<file path="config.mk">
export PLATFORM = sky130hd
export DESIGN_NAME = stat_pkt_meter
export DESIGN_NICKNAME = d
export VERILOG_FILES = /design/src/rtl/stat_pkt_meter.sv
export SDC_FILE = /design/constraint.sdc
export NUM_CORES = 1
export LEC_CHECK = 0
export CAP_MARGIN = 15
export CORE_MARGIN = 2
export CORE_UTILIZATION = 25
export CTS_CLUSTER_SIZE = 10
export DETAILED_ROUTE_END_ITERATION = 8
export SLEW_MARGIN = 20
export SYNTH_ARGS = -nofsm -noshare
export SYNTH_HDL_FRONTEND = slang
export SYNTH_SLANG_ARGS = --single-unit
</file>
<file path="constraint.sdc">
create_clock -name clk_i -period 5.64 [get_ports clk_i]
set_clock_uncertainty 0.05 [all_clocks]
set_input_delay 1.128 -clock clk_i [delete_from_list [all_inputs] [get_ports clk_i]]
set_output_delay 1.128 -clock clk_i [all_outputs]
set_load 0.03 [all_outputs]
</file>
<file path="src/rtl/stat_pkt_meter.sv">
// ---------------------------------------------------------------------------
// stat_pkt_meter
//   Measures the byte length of each packet on a beat-oriented stream bus and
//   hands one (flow, size) update per clean packet to the per-flow statistics
//   stage. Framing violations pulse proto_err_o. Errored or aborted packets
//   are dropped and counted in a saturating drop counter.
//
// Ports
//   clk_i, rst_n_i       clock (posedge) and asynchronous active-low reset
//   pkt_valid_i          beat present this cycle (always accepted)
//   pkt_sop_i/eop_i      first/last beat of a packet, qualified by valid
//   pkt_empty_i          unused bytes in the EOP beat
//   pkt_flow_num_i       flow tag, sampled on the SOP beat
//   pkt_err_i            packet bad, sampled on the EOP beat
//   rx_flow_num_o        flow of the reported packet (holds between strobes)
//   pkt_size_o           packet length in bytes, saturating at 16'hFFFF
//   pkt_size_en_o        1-cycle strobe, registered, one cycle after EOP
//   proto_err_o          1-cycle registered pulse on a framing violation
//   drop_cnt_o           dropped packets since reset, saturating
// ---------------------------------------------------------------------------
module stat_pkt_meter #(
  parameter int A_WIDTH    = 10,
  parameter int DATA_BYTES = 8,
  parameter int EMPTY_W    = $clog2(DATA_BYTES)
) (
  input  logic               clk_i,
  input  logic               rst_n_i,
  input  logic               pkt_valid_i,
  input  logic               pkt_sop_i,
  input  logic               pkt_eop_i,
  input  logic [EMPTY_W-1:0] pkt_empty_i,
  input  logic [A_WIDTH-1:0] pkt_flow_num_i,
  input  logic               pkt_err_i,
  output logic [A_WIDTH-1:0] rx_flow_num_o,
  output logic [15:0]        pkt_size_o,
  output logic               pkt_size_en_o,
  output logic               proto_err_o,
  output logic [15:0]        drop_cnt_o
);

  typedef enum logic {IDLE = 1'b0, IN_PKT = 1'b1} state_t;

  localparam logic [16:0] LP_BEAT_BYTES = 17'(DATA_BYTES);
  localparam logic [16:0] LP_SAT        = 17'h0_FFFF;

  state_t               r_state;
  state_t               w_state_nxt;
  logic [15:0]          r_cnt;
  logic [A_WIDTH-1:0]   r_flow;
  logic [A_WIDTH-1:0]   r_rx_flow;
  logic [15:0]          r_size;
  logic                 r_size_en;
  logic                 r_proto_err;
  logic [15:0]          r_drop_cnt;

  logic [16:0]          w_beat_bytes;
  logic [16:0]          w_sum;
  logic [15:0]          w_cnt_sat;
  logic [15:0]          w_cnt_final;
  logic                 w_start;
  logic                 w_abort;
  logic                 w_stray;
  logic                 w_cont;
  logic                 w_finish;
  logic                 w_good;
  logic                 w_bad;
  logic [16:0]          w_drop_sum;

  // -------------------------------------------------------------------------
  // State register
  // -------------------------------------------------------------------------
  // NOTE: sequential state uses non-blocking assignments so every register
  // samples pre-edge values regardless of process ordering.
  always_ff @(posedge clk_i or negedge rst_n_i) begin
    if (!rst_n_i) r_state <= IDLE;
    else          r_state <= w_state_nxt;
  end

  // -------------------------------------------------------------------------
  // Next-state logic. Any SOP restarts a packet; a lone EOP in IN_PKT ends it.
  // -------------------------------------------------------------------------
  // NOTE: the default assignment first keeps this block free of latches.
  always_comb begin
    w_state_nxt = r_state;
    if (pkt_valid_i) begin
      if (pkt_sop_i)                              w_state_nxt = pkt_eop_i ? IDLE : IN_PKT;
      else if (r_state == IN_PKT && pkt_eop_i)    w_state_nxt = IDLE;
    end
  end

  // -------------------------------------------------------------------------
  // Output / event decode
  // -------------------------------------------------------------------------
  always_comb begin
    w_start  = pkt_valid_i &  pkt_sop_i;
    w_abort  = pkt_valid_i &  pkt_sop_i & (r_state == IN_PKT);
    w_stray  = pkt_valid_i & ~pkt_sop_i & (r_state == IDLE);
    w_cont   = pkt_valid_i & ~pkt_sop_i & (r_state == IN_PKT);
    // An EOP finishes a packet only if a packet is open after this beat's SOP.
    w_finish = pkt_valid_i &  pkt_eop_i & (pkt_sop_i | (r_state == IN_PKT));
    w_good   = w_finish & ~pkt_err_i;
    w_bad    = w_finish &  pkt_err_i;

    w_beat_bytes = LP_BEAT_BYTES - (pkt_eop_i ? 17'(pkt_empty_i) : 17'd0);
    // 17-bit sum cannot wrap: clamp to 16'hFFFF.
    w_sum        = {1'b0, r_cnt} + w_beat_bytes;
    w_cnt_sat    = (w_sum > LP_SAT) ? 16'hFFFF : w_sum[15:0];
    w_cnt_final  = pkt_sop_i ? w_beat_bytes[15:0] : w_cnt_sat;

    // Abort and EOP-error are independent causes; both may land in one beat.
    w_drop_sum   = {1'b0, r_drop_cnt} + 17'(w_abort) + 17'(w_bad);
  end

  // -------------------------------------------------------------------------
  // Datapath and registered outputs
  // -------------------------------------------------------------------------
  always_ff @(posedge clk_i or negedge rst_n_i) begin
    if (!rst_n_i) begin
      r_cnt       <= '0;
      r_flow      <= '0;
      r_rx_flow   <= '0;
      r_size      <= '0;
      r_size_en   <= 1'b0;
      r_proto_err <= 1'b0;
      r_drop_cnt  <= '0;
    end else begin
      r_size_en   <= w_good;
      r_proto_err <= w_abort | w_stray;

      if (w_start) begin
        r_flow <= pkt_flow_num_i;
        r_cnt  <= w_beat_bytes[15:0];
      end else if (w_cont) begin
        r_cnt  <= w_cnt_sat;
      end

      if (w_good) begin
        // A single-beat packet reports the tag of this very beat.
        r_rx_flow <= pkt_sop_i ? pkt_flow_num_i : r_flow;
        r_size    <= w_cnt_final;
      end

      r_drop_cnt <= (w_drop_sum > LP_SAT) ? 16'hFFFF : w_drop_sum[15:0];
    end
  end

  assign rx_flow_num_o = r_rx_flow;
  assign pkt_size_o    = r_size;
  assign pkt_size_en_o = r_size_en;
  assign proto_err_o   = r_proto_err;
  assign drop_cnt_o    = r_drop_cnt;

endmodule

</file>
; Word-level counts from Yosys, hierarchy flattened
; Index checks and enable logic that the tools add are counted.
[op_classes]
n_lt_le_gt_ge = 2
reduce_logical = 4
mux = 10
bitwise_logic = 14
add_sub_neg = 4
[ops]
columns = operator, n
row1 = $mux W16, 5
row2 = $gt A17 B16 Y1 const B, 2
row3 = $add A16 B1 Y17, 1
row4 = $add A16 B17 Y17, 1
row5 = $add A17 B1 Y17, 1
row6 = $mux W10, 1
row7 = $and A1 B1 Y1, 9
row8 = $sub A4 B3 Y5 const A, 1
row9 = $reduce_bool A2 Y1, 2
row10 = $mux W1, 3
row11 = $mux W3, 1
row12 = $not A1 Y1, 3
row13 = $or A1 B1 Y1, 2
row14 = $reduce_and A2 Y1, 1
row15 = $logic_and A1 B1 Y1, 1
[word_totals]
regBits = 71
wordCells = 42
out_inout_bits = 44
input_bits = 19

; Logic depth before layout (Yosys ltp)
; Gate-level depths: netlist (run 1).
[depth]
depth_word = 7
depth_mapped = 11
ltp_nobuf = 11

; Worst setup path after synthesis (run 1)
; Ideal clock, no wire load.
[synth_timing]
path_type = in2reg
start = in pkt_sop_i
end = reg r_drop_cnt[0] (netlist: drop_cnt_o[0])
required_ns = 5.522
setup_time_ns = 0.068
stages = 11
arrival_ns = 3.253
setup_slack_ns = 2.269
path_cell_list = nor2_1 -> nor2b_1 -> nand3_1 -> fa_1 -> inv_1 -> ha_1 -> nand2_1 -> nor4_2 -> nand4_1 -> clkbuf_1 -> nand2_1
[synth_via]
elab_chain_len = 6
elab_cells_between_ends = 9
cone_classes = add/sub: 2 / order compare: 1 / mux: 1 / bitwise: 5
[synth_rtl]
columns = element, line
row1 = "start, declared", 29  ; input logic pkt_sop_i,
row2 = $and A1 B1 Y1 or $or A1 B1 Y1 (tied branches), "96, 100"
row3 = $and A1 B1 Y1 (on tied branches), "96, 100"
row4 = $add A16 B1 Y17 or $and A1 B1 Y1 (tied branches), "111, 102"
row5 = $add A17 B1 Y17 (*), 111  ; w_drop_sum = {1'b0, r_drop_cnt} + 17'(w_abort) + 17'(w_bad);
row6 = $gt A17 B16 Y1, 143  ; r_drop_cnt <= (w_drop_sum > LP_SAT) ? 16'hFFFF : w_drop_sum[15:0];
row7 = $mux W16 (*), 143
row8 = "end signal, assigned", 143
row9 = "end, declared", 54  ; logic [15:0] r_drop_cnt;
; Every way passes the cells marked *; elsewhere a longest branch is shown, timed or not.
; A chain may end at the register's enable or synchronous reset.

; Final worst setup path (run 1)
[layout_timing]
start = in pkt_sop_i
end = reg r_drop_cnt[13] (netlist: drop_cnt_o[13])
; Same word-level chain as after synthesis.

==> flow_metrics.env, run 1 <==
export IMPL_required_ps=5860
export IMPL_syn_avg_cell_area_um2=10.2
export IMPL_post_place_ws_ps=690
export IMPL_dpl_hpwl_um=6290
export IMPL_syn2layout_area_growth_pct=30.1
export IMPL_n_fill_cell=1402
export IMPL_synthesis_nets=377
export IMPL_p_per_area_nw_per_um2=346
export IMPL_drv_slew=0
export IMPL_grt_pass1_vias=2869
export IMPL_worst_pin_slew_ps=814
export IMPL_synth_cell_area_um2=3580
export IMPL_post_route_drc_count=0
export IMPL_r2r_slack_ps=2270
export IMPL_cts_resized=0
export IMPL_tns_ps=0
export IMPL_ys_warn_count=0
export IMPL_routed_wl_um=8680
export IMPL_finalWorstSetupSlack_ps=1040
export IMPL_min_from="pkt_size_o[6]$_DFFE_PN0P_"
export IMPL_rsz0062_at_grt="no"
export IMPL_design_die_area_um2=15300
export IMPL_peakVddDrop_v=0.000173
export IMPL_clkSinkCount=71
export IMPL_synthArstFlopShare_pct=100
export IMPL_coreArea_um2=13900
export IMPL_synthTopCellsByArea="dfrtp_1 (50%), nand2_1 (5.8%), o21ai_0 (3.5%)"
export IMPL_track_usage_pct=12.4
export IMPL_h_tree_depth=3
export IMPL_drt_wirelength_per_cell_um=14.5
export IMPL_worstReg2RegStart="r_state$_DFFE_PN0P_"
export IMPL_r2r_cells=11
export IMPL_worstSetupPathType="input port to register"
export IMPL_place_congestion=0.872
export IMPL_root_buffer="clkbuf_16"
export IMPL_synthCells=350
export IMPL_antenna_found_initial=0
export IMPL_clkTransAtPathRegs_ps=50
export IMPL_worst_r2r_endpoint="drop_cnt_o[13]$_DFF_PN0_"
export IMPL_clock_fmax_mhz=217
export IMPL_hold_path_depth=2
export IMPL_worstPathArrival_ps=4820
export IMPL_synth_edff_count=0
export IMPL_drt_iter0_markers=141
export IMPL_numPortBuffers=62
export IMPL_viasPerCell=4.73
export IMPL_cap_viol_max_count=0
export IMPL_synth_top_cell_area_share_pct=49.6
export IMPL_grt_pass1_wl_um=14700
export IMPL_die_height_um=124
export IMPL_hold_viol_final=0
export IMPL_post_cts_buffers=0
export IMPL_first_pass_iters=4
export IMPL_drive_gt1_share_pct=9.57
export IMPL_cts_tree="done"
export IMPL_synth_seq_area_share_pct=49.6
export IMPL_min_to="pkt_size_o[6]$_DFFE_PN0P_"
export IMPL_synth_cell_type_count=58
export IMPL_start_util_pct=25.7
export IMPL_ant_nets=0
export IMPL_io_pins=63
export IMPL_outcome="finished clean"
export IMPL_cp_end_kind="register"
export IMPL_hold_buffers=0
export IMPL_setup_viol=0
export IMPL_clockBufferDepth=2
export IMPL_clock_latency_ps=330
export IMPL_num_rows=43
export IMPL_ys_ff_latch=71
export IMPL_maxSlewHeadroom_pct=45.5
export IMPL_grt_overflow_total=0
export IMPL_crit_path_max_fanout=14
export IMPL_grt_max_degree=55
export IMPL_antenna_cells=0
export IMPL_yosys_most_used_dff="dfrtp_1"
export IMPL_nets=440
export IMPL_dr_total_vias=2830
export IMPL_min_path_type="register to register"
export IMPL_numCtsBuffers=9
export IMPL_die_w_um=124
export IMPL_min_period_over_period_pct=81.6
export IMPL_post_synth_top_area_cell="dfrtp_1"
export IMPL_p_leak_nw=2.01
export IMPL_setup_worst_path_start_class="input port"
export IMPL_fin_crit_ps=4600
==> cell type report <==
type	instances	area [um^2]	area share, %
flip-flops and latches	71	1780	38.1
multi-input cells	251	1670	35.9
repair buffers	67	653	14.0
clock buffers	13	240	5.16
well taps	180	225	4.83
inverters	13	48.8	1.05
clock inverters	3	43.8	0.940
==> synthesized netlist by cell type, types with 3 or more instances <==
library cell	number
o21a_1	5
clkbuf_1	8
nor4_1	3
a211oi_1	4
a22o_1	3
nor3_1	11
a221o_1	5
and3_1	5
nand3_1	12
mux2i_1	10
inv_1	13
xnor2_1	11
o31ai_1	5
xor2_1	7
mux2_2	10
o21ai_0	25
nor2b_1	3
nor2_1	11
a31oi_1	7
ha_1	6
nand2_1	55
a311oi_1	3
a21oi_1	14
dfrtp_1	71
buf_6	3
==> placed cells by master (no fill, tap or decap), types with 6 or more instances in the layout <==
cell type        count
dfrtp_1             71
clkdlybuf4s50_1     61
nand2_1             55
o21ai_0             25
a21oi_1             14
inv_1               13
nand3_1             12
xnor2_1             11
nor3_1              11
nor2_1              11
mux2_2              10
mux2i_1             10
clkbuf_16            9
a31oi_1              7
xor2_1               7
ha_1                 6
==> power by group <==
group,internal [W],switching (W)
Combinational,0.000180,0.000243
Clock,0.000343,0.000203
Sequential,0.000584,0.0000620
==> state kept, by name (all words and copies together), names as in the netlist <==
| name | cells |
|---|---|
| pkt_size_en_o | 1 |
| r_flow | 10 |
| pkt_size_o | 16 |
| r_state | 1 |
| rx_flow_num_o | 10 |
| r_cnt | 16 |
| proto_err_o | 1 |
| drop_cnt_o | 16 |
==> kinds of logic (layout without fill, tap and decap cells) <==
family	Yosys count	after routing	synth area share (%)
DFF	71	71	49.6
AOI/OAI and AO/OA	83	83	15.6
xor gates and xnor gates	18	18	4.40
buffers and inverters	28	96	3.70
and+or+nand+nor	122	122	17.5
adders and majority gates	8	8	3.21
muxes	20	20	5.94
==> layer usage <==
layer / track usage, % / vias to the layer above / share of wire (%)
met5: 0 / - / 0
met4: 4.47 / 0 / 2.0
met3: 5.08 / 17 / 9.7
met2: 18.1 / 113 / 43
met1: 16.3 / 1323 / 45
li1: - / 1377 / -
==> metrics by stage <==
| stage | hold slack (ps) | instance area, um^2 | power [W] | util, % | std cells |
|---|---|---|---|---|---|
| finish | 419 | 4660 | 0.00161 | 33.4 | 598 |
| global route | 462 | 4660 | 0.00171 | 33.4 | 598 |
| CTS | 423 | 4660 | 0.00164 | 33.4 | 598 |
| detailed placement | 412 | 4380 | 0.00108 | 31.4 | 582 |
| global placement | 415 | 4380 | 0.00107 | 31.4 | 582 |
| floorplan | 405 | 3580 | 0.000895 | - | 350 |
==> how the worst max path moves through the flow <==
stage,from,endpoint
global route,pkt_sop_i,drop_cnt_o[13]$_DFF_PN0_
floorplan,pkt_sop_i,drop_cnt_o[0]$_DFF_PN0_
global placement,pkt_sop_i,drop_cnt_o[13]$_DFF_PN0_
finish,pkt_sop_i,drop_cnt_o[13]$_DFF_PN0_
CTS,pkt_sop_i,drop_cnt_o[13]$_DFF_PN0_
detailed placement,pkt_sop_i,drop_cnt_o[13]$_DFF_PN0_
==> worst max-delay path, cell delays in order <==
cell             delay (ps)
clkdlybuf4s50_1         780
nor2_1                  140
nor2b_1                 350
nand3_1                 160
fa_1                    420
inv_1                    70
ha_1                    200
nand2_1                 120
nor4_2                  550
nand4_1                 540
nand3_1                 240
o21a_1                  130
No activity file was read; power rests on OpenSTA's default activity.
==> inputs of run 2 (changes only) <==
clock period = 4.5 ns   (was 5.64 ns; I/O delays follow)
==> run 2 against run 1 <==
  * Core utilization is 0.57 points higher
  * Critical path depth is 2 lower
  * Total power is 31% higher
  * Register-to-register slack worse by 370 ps
  * Sequential share of layout area is 0.64 points lower
  * Design area is 1.7% higher
==> flow_metrics.env, run 2 (synthesis results as in run 1) <==
export IMPL_outcome="finished clean"
export IMPL_drive_gt1_share_pct=11.2
export IMPL_io_pins=63
export IMPL_die_w_um=124
export IMPL_drt_wirelength_per_cell_um=14.6
export IMPL_clock_latency_ps=330
export IMPL_viasPerCell=4.75
export IMPL_hold_ws_ps=413
export IMPL_cts_resized=0
export IMPL_h_tree_depth=3
export IMPL_post_route_drc_count=0
export IMPL_clkTransAtPathRegs_ps=50
export IMPL_grt_overflow_total=0
export IMPL_min_period_over_period_pct=80.3
export IMPL_setup_viol=0
export IMPL_syn2layout_area_growth_pct=32.4
export IMPL_p_leak_nw=2.06
export IMPL_dpl_hpwl_um=6290
export IMPL_post_cts_buffers=0
export IMPL_rsz0062_at_grt="no"
export IMPL_num_rows=43
export IMPL_worst_pin_slew_ps=802
export IMPL_grt_pass1_vias=2824
export IMPL_cap_viol_max_count=0
export IMPL_max_stage_delay_ps=560
export IMPL_design_die_area_um2=15300
export IMPL_multi_input_area_um2=1670
export IMPL_dp_cells=586
export IMPL_regArea_um2=1780
export IMPL_nets=444
export IMPL_crit_path_max_fanout=10
export IMPL_fin_cells=601
export IMPL_clock_fmax_mhz=277
export IMPL_antenna_found_initial=0
export IMPL_crit_slowest_cell="clkdlybuf4s50_1"
export IMPL_final_cell_mix="dfrtp_1 (71), clkdlybuf4s50_1 (61), nand2_1 (55)"
export IMPL_dr_total_vias=2857
export IMPL_p_per_area_nw_per_um2=446
export IMPL_cts_tree="done"
export IMPL_worstSetupPathType="input port to register"
export IMPL_maxSlewHeadroom_pct=46.3
export IMPL_grt_max_degree=45
export IMPL_numCtsBuffers=9
export IMPL_clkSinkCount=71
export IMPL_tns_ps=0
export IMPL_fin_crit_ps=3610
export IMPL_coreArea_um2=13900
export IMPL_path_buf_inv=2
export IMPL_n_fill_cell=1395
export IMPL_ant_nets=0
export IMPL_track_usage_pct=12.3
export IMPL_clockBufferDepth=2
export IMPL_setup_worst_path_start_class="input port"
export IMPL_root_buffer="clkbuf_16"
export IMPL_drt_iter0_markers=114
export IMPL_drv_slew=0
export IMPL_grt_pass1_wl_um=14700
export IMPL_start_util_pct=25.7
export IMPL_required_ps=4670
export IMPL_first_pass_iters=4
export IMPL_hold_viol_final=0
export IMPL_worstPathArrival_ps=3780
export IMPL_cp_end_kind="register"
export IMPL_min_path_type="register to register"
export IMPL_place_congestion=0.805
export IMPL_critPathTopFamily="simple AND/OR/NAND/NOR gates"
export IMPL_routed_wl_um=8760
export IMPL_die_height_um=124
export IMPL_numPortBuffers=62
export IMPL_crit_chain="clkdlybuf4s50_1 -> nand2_1 -> ha_1 -> inv_1 -> fa_1 -> and2b_1 -> o211ai_4 -> nor4_4 -> nor2b_2 -> a311oi_1"
export IMPL_peakVddDrop_v=0.000201
export IMPL_antenna_cells=0
export IMPL_final_common_cell="dfrtp_1"
export IMPL_hold_buffers=0
## run 2: layout make-up
class                           count  share of cell area, %
Timing Repair Buffer               71                   14.5
Tap cell                          180                   4.75
Inverter                           13                   1.03
Clock inverter                      3                   1.37
Sequential cell                    71                   37.5
Clock buffer                       12                   5.62
Multi-Input combinational cell    251                   35.3
## run 2: power by group
part | internal (W) | total [W] | leakage, nW | switching (W)
logic | 0.000226 | 0.000526 | 0.970 | 0.000300
clock network | 0.000526 | 0.000780 | 0.165 | 0.000254
registers | 0.000732 | 0.000809 | 0.921 | 0.0000767
## run 2: worst paths after layout
kind                            slack, ps  cells past startpoint                       from                          to
max in group asynchronous            3090                      2                    rst_n_i  pkt_size_o[13]$_DFFE_PN0P_
worst min register to register        410                      2  pkt_size_o[6]$_DFFE_PN0P_   pkt_size_o[6]$_DFFE_PN0P_
min in group asynchronous             520                      1                    rst_n_i        r_cnt[1]$_DFFE_PN0P_
worst min-delay path                  410                      2  pkt_size_o[6]$_DFFE_PN0P_   pkt_size_o[6]$_DFFE_PN0P_
worst max register to register       1900                     12        r_state$_DFFE_PN0P_    drop_cnt_o[10]$_DFF_PN0_
worst max-delay path                  890                     10                  pkt_eop_i       r_cnt[11]$_DFFE_PN0P_
## run 2: through the flow
| step | setup slack (ps) | instance area (um^2) | util [%] | total power, W |
|---|---|---|---|---|
| after floorplan | 1360 | 3580 | - | 0.00112 |
| after global placement | 656 | 4410 | 31.6 | 0.00134 |
| after detailed placement | 569 | 4410 | 31.6 | 0.00135 |
| after CTS | 917 | 4740 | 34.0 | 0.00216 |
| after global routing | 693 | 4740 | 34.0 | 0.00224 |
| final | 889 | 4740 | 34.0 | 0.00212 |
## run 2: layer usage
layer  part of all wire, %  vias to the layer above  global-route usage (%)  routed length (um)
li1                      -                     1387                       -                   -
met1                    48                     1392                    16.8                4190
met2                    44                       72                    18.1                3880
met3                   7.0                        6                    4.99                 615
met4                  0.89                        0                    3.20                  78
met5                     0                        -                       0                   0
## run 2: worst min-delay path: stages, from the launching register on
cell,delay (ps)
dfrtp_1,340
nand2_1,50
nand2_1,40
==> inputs of run 3 (changes only) <==
clock period = 3 ns   (was 4.5 ns; I/O delays follow)
==> run 3 against run 2 <==
  * Setup slack worse by 750 ps
  * First-iteration DRC count up 61%
  * Total power up 58%
  * Core utilization up 2.7 points
  * Combinational power up 69%
  * Die area unchanged
  * Non-clock buffer count up 35
  * Largest power group is now the clock network
==> flow_metrics.env, run 3 (synthesis results as in run 1) <==
export IMPL_numPortBuffers=62
export IMPL_viasPerCell=4.72
export IMPL_dp_cells=619
export IMPL_clockBufferDepth=2
export IMPL_final_common_cell="dfrtp_1"
export IMPL_syn2layout_area_growth_pct=42.9
export IMPL_hold_ws_ps=233
export IMPL_worst_r2r_endpoint="drop_cnt_o[13]$_DFF_PN0_"
export IMPL_h_tree_depth=3
export IMPL_top_layer="met4"
export IMPL_worstReg2RegStart="r_state$_DFFE_PN0P_"
export IMPL_clock_latency_ps=340
export IMPL_final_cell_mix="dfrtp_1 (71), clkdlybuf4s50_1 (58), nand2_1 (53)"
export IMPL_drt_iter0_markers=184
export IMPL_p_per_area_nw_per_um2=652
export IMPL_hold_buffers=0
export IMPL_min_period_over_period_pct=95.4
export IMPL_routed_wl_um=9300
export IMPL_hold_viol_final=0
export IMPL_grt_pass1_wl_um=15400
export IMPL_p_leak_nw=2.30
export IMPL_grt_pass1_vias=3017
export IMPL_root_buffer="clkbuf_16"
export IMPL_fin_cells=637
export IMPL_wl_met2_um=4260
export IMPL_cp_end_kind="register"
export IMPL_n_fill_cell=1365
export IMPL_numCtsBuffers=9
export IMPL_post_route_drc_count=0
export IMPL_clkTransAtPathRegs_ps=60
export IMPL_r2r_cells=10
export IMPL_fin_crit_ps=2860
export IMPL_multi_input_area_um2=1760
export IMPL_die_height_um=124
export IMPL_antenna_cells=0
export IMPL_drt_wirelength_per_cell_um=14.6
export IMPL_clock_fmax_mhz=350
export IMPL_drive_gt1_share_pct=21.0
export IMPL_wl_met3_um=632
export IMPL_crit_path_max_fanout=5
export IMPL_utilization_pct=36.7
export IMPL_tns_ps=0
export IMPL_worstPathArrival_ps=3030
export IMPL_start_util_pct=25.7
export IMPL_io_pins=63
export IMPL_total_power_w=0.00334
export IMPL_dpl_hpwl_um=6570
export IMPL_drv_slew=0
export IMPL_outcome="finished clean"
export IMPL_worst_pin_slew_ps=845
export IMPL_regArea_um2=1780
export IMPL_maxSlewHeadroom_pct=43.3
export IMPL_nets=479
export IMPL_peakVddDrop_v=0.000378
export IMPL_design_die_area_um2=15300
export IMPL_critical_path_startpoint="pkt_empty_i[2]"
export IMPL_antenna_found_initial=0
export IMPL_cap_viol_max_count=0
export IMPL_ant_nets=0
export IMPL_clkSinkCount=71
export IMPL_met1_length_um=4350
export IMPL_place_congestion=0.854
export IMPL_num_rows=43
export IMPL_setup_viol=0
export IMPL_dr_total_vias=3009
export IMPL_cts_tree="done"
export IMPL_coreArea_um2=13900
export IMPL_r2r_slack_ps=640
export IMPL_die_w_um=124
export IMPL_grt_overflow_total=0
export IMPL_worstSetupPathType="input port to register"
export IMPL_min_path_type="input port to async pin"
export IMPL_setup_worst_path_start_class="input port"
export IMPL_first_pass_iters=4
export IMPL_rsz0062_at_grt="no"
export IMPL_track_usage_pct=13.0
export IMPL_crit_end="pkt_size_o[11]$_DFFE_PN0P_"
export IMPL_grt_max_degree=72
export IMPL_required_ps=3170
-- run 3: cell types whose count changed in the layout (fill, tap and decap cells not counted), moves of 2 or more --
cell / delta
ha_4: +2
nand2_2: +2
clkinvlp_4: +3
ha_1: -2
dlymetal6s2s_1: +3
clkbuf_8: -3
clkdlybuf4s50_1: -3
buf_4: +33
nand2_1: -2
-- run 3: worst max-delay path, cell delays in order --
cell             delay [ps]
clkdlybuf4s50_1         500
o31ai_1                 100
buf_4                   150
ha_1                    250
buf_4                   170
or2_2                   320
o211ai_4                230
buf_4                   180
nor3_1                   70
a221o_1                 260
a22o_1                  190
-- run 3: per-layer routing --
| metal | track usage [%] | vias up |
|---|---|---|
| met1 | 16.9 | 1460 |
| met5 | 0 | - |
| met3 | 5.40 | 8 |
| li1 | - | 1462 |
| met4 | 3.62 | 0 |
| met2 | 20.0 | 79 |
-- run 3: what timing repair did --
item / in CTS / in global routing
gates resized for setup: 5 / 16
buffers inserted: 0 / 2
setup endpoints to repair: 11 / 42
pin swaps: 0 / 7
-- run 3: worst min path at each step --
| stage | end | slack, ps | depth (start not counted) |
|---|---|---|---|
| 4_1_cts | r_flow[6]$_DFFE_PN0N_ | 240 | 2 |
| 5_1_grt | rx_flow_num_o[7]$_DFFE_PN0P_ | 260 | 2 |
| 3_3_place_gp | pkt_size_o[6]$_DFFE_PN0P_ | 410 | 2 |
| 2_1_floorplan | drop_cnt_o[0]$_DFF_PN0_ | 250 | 0 |
| 3_5_place_dp | pkt_size_o[6]$_DFFE_PN0P_ | 410 | 2 |
| 6_report | drop_cnt_o[14]$_DFF_PN0_ | 230 | 2 |
-- run 3: metrics by stage --
step                area [um^2]  worst slack (ps)
floorplan                  3580               157
global placement           4670              -342
detailed placement         4670              -399
CTS                        5030             -12.0
global route               5120              35.2
finish                     5120               139
-- run 3: where the power goes --
part	leakage [nW]	internal, W	switching (W)	total, W
logic	1.22	0.000408	0.000479	0.000887
registers	0.921	0.00110	0.000122	0.00122
clock network	0.158	0.000813	0.000417	0.00123
-- run 3: cell type report --
cell class | count | area share, %
Multi-Input combinational cell | 251 | 34.3
Tap cell | 180 | 4.40
Clock inverter | 7 | 2.37
Timing Repair Buffer | 106 | 18.9
Clock buffer | 9 | 4.40
Sequential cell | 71 | 34.7
Inverter | 13 | 0.953
